`src/rtl/exception_sequencer_pkg.sv`:
```
// exception_sequencer_pkg: shared state encoding and cause codes for the exception sequencer.
package exception_sequencer_pkg;
    typedef enum logic [2:0] {
        IDLE,
        FLUSH,
        HANDLER,
        RETURN,
        HALT
    } state_t;
    localparam logic [1:0] CAUSE_NONE   = 2'b00;
    localparam logic [1:0] CAUSE_UNDEF  = 2'b01;
    localparam logic [1:0] CAUSE_ARITH  = 2'b10;
    localparam logic [1:0] CAUSE_DOUBLE = 2'b11;
endpackage

```
`src/rtl/sat_counter.sv`:
```
// sat_counter: counter that increments on enable and sticks at all-ones.
module sat_counter #(
    parameter int width = 8
) (
    input  logic             clk,
    input  logic             reset,
    input  logic             inc,
    output logic [width-1:0] count
);
    logic [width-1:0] r_count;
    always_ff @(posedge clk or negedge reset) begin
        if (!reset) r_count <= '0;
        else if (inc && r_count != '1) r_count <= r_count + 1'b1;
    end
    assign count = r_count;
endmodule

```
`src/rtl/exception_sequencer.sv`:
```
// exception_sequencer: pipeline exception entry/return sequencer with double-fault halt.
module exception_sequencer
    import exception_sequencer_pkg::*;
#(
    parameter logic [31:0] VECTOR_ADDR = 32'h0000_FFFC,
    parameter int          CNT_W       = 8
) (
    input  logic             clk,
    input  logic             reset,
    input  logic             undef_req,
    input  logic             ovf_req,
    input  logic             eret,
    input  logic             hold,
    input  logic [31:0]      id_pc,
    input  logic [31:0]      ex_pc,
    output logic             flush_if,
    output logic             flush_id,
    output logic             flush_ex,
    output logic             pc_redirect,
    output logic [31:0]      pc_target,
    output logic [31:0]      epc,
    output logic [1:0]       cause,
    output logic             in_handler,
    output logic             halted,
    output logic [CNT_W-1:0] exc_count
);
    state_t      r_state, w_next;
    logic [31:0] r_epc;
    logic [1:0]  r_cause;
    logic        w_req, w_inc;
    assign w_req = undef_req | ovf_req;
    assign w_inc = w_req && (r_state == IDLE || r_state == HANDLER);
    always_ff @(posedge clk or negedge reset) begin
        if (!reset) begin
            r_state <= IDLE;
            r_epc   <= '0;
            r_cause <= CAUSE_NONE;
        end else begin
            r_state <= w_next;
            if (r_state == IDLE && w_req) begin
                r_epc   <= ovf_req ? ex_pc : id_pc;
                r_cause <= ovf_req ? CAUSE_ARITH : CAUSE_UNDEF;
            end else if (r_state == HANDLER && w_req) begin
                r_cause <= CAUSE_DOUBLE;
            end
        end
    end
    // A fault inside the handler outranks eret and is terminal.
    always_comb begin
        w_next = r_state;
        case (r_state)
            IDLE:    w_next = w_req ? FLUSH : IDLE;
            FLUSH:   w_next = hold ? FLUSH : HANDLER;
            HANDLER: w_next = w_req ? HALT : (eret ? RETURN : HANDLER);
            RETURN:  w_next = hold ? RETURN : IDLE;
            default: w_next = r_state;
        endcase
    end
    sat_counter #(.width(CNT_W)) u_cnt (
        .clk   (clk),
        .reset (reset),
        .inc   (w_inc),
        .count (exc_count)
    );
    assign flush_if    = r_state == FLUSH || r_state == RETURN || r_state == HALT;
    assign flush_id    = flush_if;
    assign flush_ex    = r_state == FLUSH || r_state == HALT;
    assign pc_redirect = r_state == FLUSH || r_state == RETURN;
    assign pc_target   = r_state == FLUSH ? VECTOR_ADDR : (r_state == RETURN ? r_epc : 32'h0);
    assign in_handler  = r_state == HANDLER;
    assign halted      = r_state == HALT;
    assign epc         = r_epc;
    assign cause       = r_cause;
endmodule

```
`config.mk`:
```
export PLATFORM = sky130hd
export DESIGN_NAME = exception_sequencer
export DESIGN_NICKNAME = d
export VERILOG_FILES = /design/src/rtl/exception_sequencer_pkg.sv /design/src/rtl/sat_counter.sv /design/src/rtl/exception_sequencer.sv
export SDC_FILE = /design/constraint.sdc
export NUM_CORES = 1
export LEC_CHECK = 0
export ABC_AREA = 1
export BUFFER_PORTS_ARGS = -buffer_cell sky130_fd_sc_hd__buf_2
export CAP_MARGIN = 25
export CORE_ASPECT_RATIO = 2
export CORE_MARGIN = 2
export CORE_UTILIZATION = 33
export CTS_CLUSTER_SIZE = 12
export DETAILED_ROUTE_END_ITERATION = 10
export PLACE_DENSITY_LB_ADDON = 0.2
export SLEW_MARGIN = 20
export SYNTH_ARGS = -nofsm -noshare
export SYNTH_HDL_FRONTEND = slang
export SYNTH_HIERARCHICAL = 1
export SYNTH_SLANG_ARGS = --single-unit
```
`constraint.sdc`:
```
create_clock -name clk -period 3.3 [get_ports clk]
set_input_delay 0.33 -clock clk [delete_from_list [all_inputs] [get_ports clk]]
set_output_delay 0.33 -clock clk [all_outputs]
set_load 0.1 [all_outputs]
```
==> results.yml <==
run_status:
  status: "completed"
cells_and_area:
  layout.cells.most_common: "buf_2"
  final_cells: 561
  fin_area_sq_mm: 0.00358
  final_cell_mix: "buf_2 (149), nand2_1 (70), nor2_1 (58)"
  area_growth_pct: 36.4
  fin_nets: 536
  diodes: 0
  drive_gt1_share_pct: 41.7
critical_path:
  crit_start: "r_state[2]"
  cp-start-kind: "register"
  critPathMaxFanout: 18
  r2r_slack_ns: 1.53
  worstPathArrival_ns: 2.00
  critical_path_required_ns: 2.97
  crit_end: "pc_target[26]"
  r2r-end: "epc[23]"
  reg2regPathDepth: 7
  rr_startpoint: "r_state[0]"
  crit_path_end_kind: "output port"
  path_class: "reg2out"
sta:
  final.setup_skew_ns: 0.00348
  max_slew_margin_pct: 56.5
  post-route-min-period_ns: 2.33
  hold_viol: 0
  fin_ws_ns: 0.967
  final.period_utilization_pct: 70.7
  rsz0062_at_grt: "false"
  max_freq_ghz: 0.429
  finalSetupViolCount: 0
  tightest_slew_ns: 0.650
  slew_violations: 0
  fin_tns_setup_ns: 0
cts:
  post-cts-setup-buffer-count: 0
  clock_sinks: 45
  cts_tree: "done"
  clkLatencyLatePin_ns: 0.28
  cts_hold_buffers: 1
  cts-resized-gates: 0
  clkTransAtPathRegs_ns: 0.06
  cts_buffers: 5
  htree_levels: 2
  cts.path.max_buffers: 2
  root_buffer: "clkbuf_16"
synth:
  yosysWarnings: 6
  synth-seq-cells: 45
  netlist_instances: 318
  yosysTopAreaCell: "dfrtp_1"
  synth_top_area_share_pct: 42.9
  syn_avg_cell_area_sq_um: 8.26
  synth_area_leaders: "dfrtp_1 (43%), mux2i_1 (12%), nand2_1 (10%), nor2_1 (8.4%), o21ai_2 (5.7%)"
  netlist-cell-type-count: 30
  ys_seq_area_share_pct: 42.9
  syn_area_sq_mm: 0.00263
  synth_fp_nets: 389
flow_run:
  maxCapViolations: 0
place:
  placedInstanceArea_sq_mm: 0.00343
  dp_hpwl_mm: 4.95
  place_congestion: 0.812
  dp_slack_ns: 1.24
  dp.cells: 553
  port_buffers: 149
floorplanning:
  io-pin-count: 150
  initial_utilization_pct: 33.6
  chipHeight_microns: 130
  fp.dieArea_sq_mm: 0.00874
  die_x_microns: 67.1
  design.core.area_sq_mm: 0.00783
  row_count: 46
grt:
  grt_max_degree: 37
  grt_usage_pct: 15.9
  grt_pass1_vias: 2304
  antenna_found_initial: 0
  grt_pass1_wl_mm: 10.7
  grt_overflow: 0
drt:
  drtAntennaViolNets: 0
  drc_errors: 0
  num_vias: 2487
  routedWlPerCell_microns: 11.6
  drtIter0Drc: 121
  viasPerCell: 4.43
  wl_mm: 6.50
  dr.pass1.iters: 4
hold_path:
  hold_path_class: "in2reg"
pwr:
  power_w: 0.00116
  p_per_area_mw_per_mm2: 323
  ir_drop_v: 0.000218
  p_leak_nw: 1.99
[logic make-up (layout without fill, tap and decap cells)]
| family | after synthesis | in the layout | share of synthesized area, % |
|---|---|---|---|
| AOI/OAI and AO/OA | 37 | 37 | 9.48 |
| xor gates and xnor gates | 2 | 2 | 0.667 |
| adders and majority gates | 1 | 1 | 0.476 |
| buffers and inverters | 50 | 197 | 9.43 |
| DFF | 45 | 45 | 42.9 |
| muxes | 32 | 32 | 12.2 |
| and+or+nand+nor | 151 | 151 | 24.9 |
[worst min-delay path by stage]
| stage | startpoint | endpoint | slack (ns) | cells past startpoint |
|---|---|---|---|---|
| 3_5_place_dp | reset | epc[4] | 0.29 | 1 |
| 5_1_grt | id_pc[18] | epc[18] | 0.33 | 3 |
| 3_3_place_gp | cause[1] | cause[1] | 0.49 | 2 |
| 2_1_floorplan | reset | cause[0] | 0.03 | 0 |
| 4_1_cts | id_pc[7] | epc[7] | 0.31 | 3 |
| 6_report | id_pc[7] | epc[7] | 0.31 | 3 |
[critical path: stages, from the launching register on]
cell and delay (ns):
dfrtp_1 0.41, inv_2 0.14, nand2_2 0.21, nor2_1 0.22
inv_2 0.18, nor2_1 0.12, buf_2 0.43
[synthesized netlist by cell type (all sizes together)]
cell type	instances
a21oi	2
buf	13
clkbuf	2
dfrtp	45
ha	1
inv	35
mux2i	32
nand2	75
nand3	5
nand3b	1
nand4	1
nor2	65
nor3	2
nor3b	1
o21ai	35
or2	1
xnor2	1
xor2	1
[power by group]
group	switching, W	total [W]	internal [W]
sequential	0.000000549	0.000554	0.000553
combinational	0.0000567	0.000110	0.0000529
clock	0.000196	0.000493	0.000297
total	0.000253	0.00116	0.000903
[metrics by stage]
step	hold WS (ns)	util [%]
2_1_floorplan	0.0344	-
3_3_place_gp	0.487	43.6
3_5_place_dp	0.287	43.8
4_1_cts	0.307	45.8
5_1_grt	0.328	45.8
6_report	0.315	45.8
[registers in the layout (all words and copies together) (netlist names)]
name,cells
cause,2
epc,32
r_state,3
u_cnt/count,8
[metal layers]
| metal | wire length, microns | track usage [%] |
|---|---|---|
| met5 | 0 | 0 |
| met4 | 80 | 5.04 |
| met3 | 746 | 4.48 |
| met2 | 2890 | 25.1 |
| met1 | 2790 | 20.7 |
[final cells by class]
class                           instances  area [sq um]
Clock buffer                            7           143
Fill cell                             820          4240
Inverter                               35           134
Multi-Input combinational cell        223          1260
Sequential cell                        45          1130
Tap cell                               96           120
Timing Repair Buffer                  155           806
(Power assumes the default switching activity.)
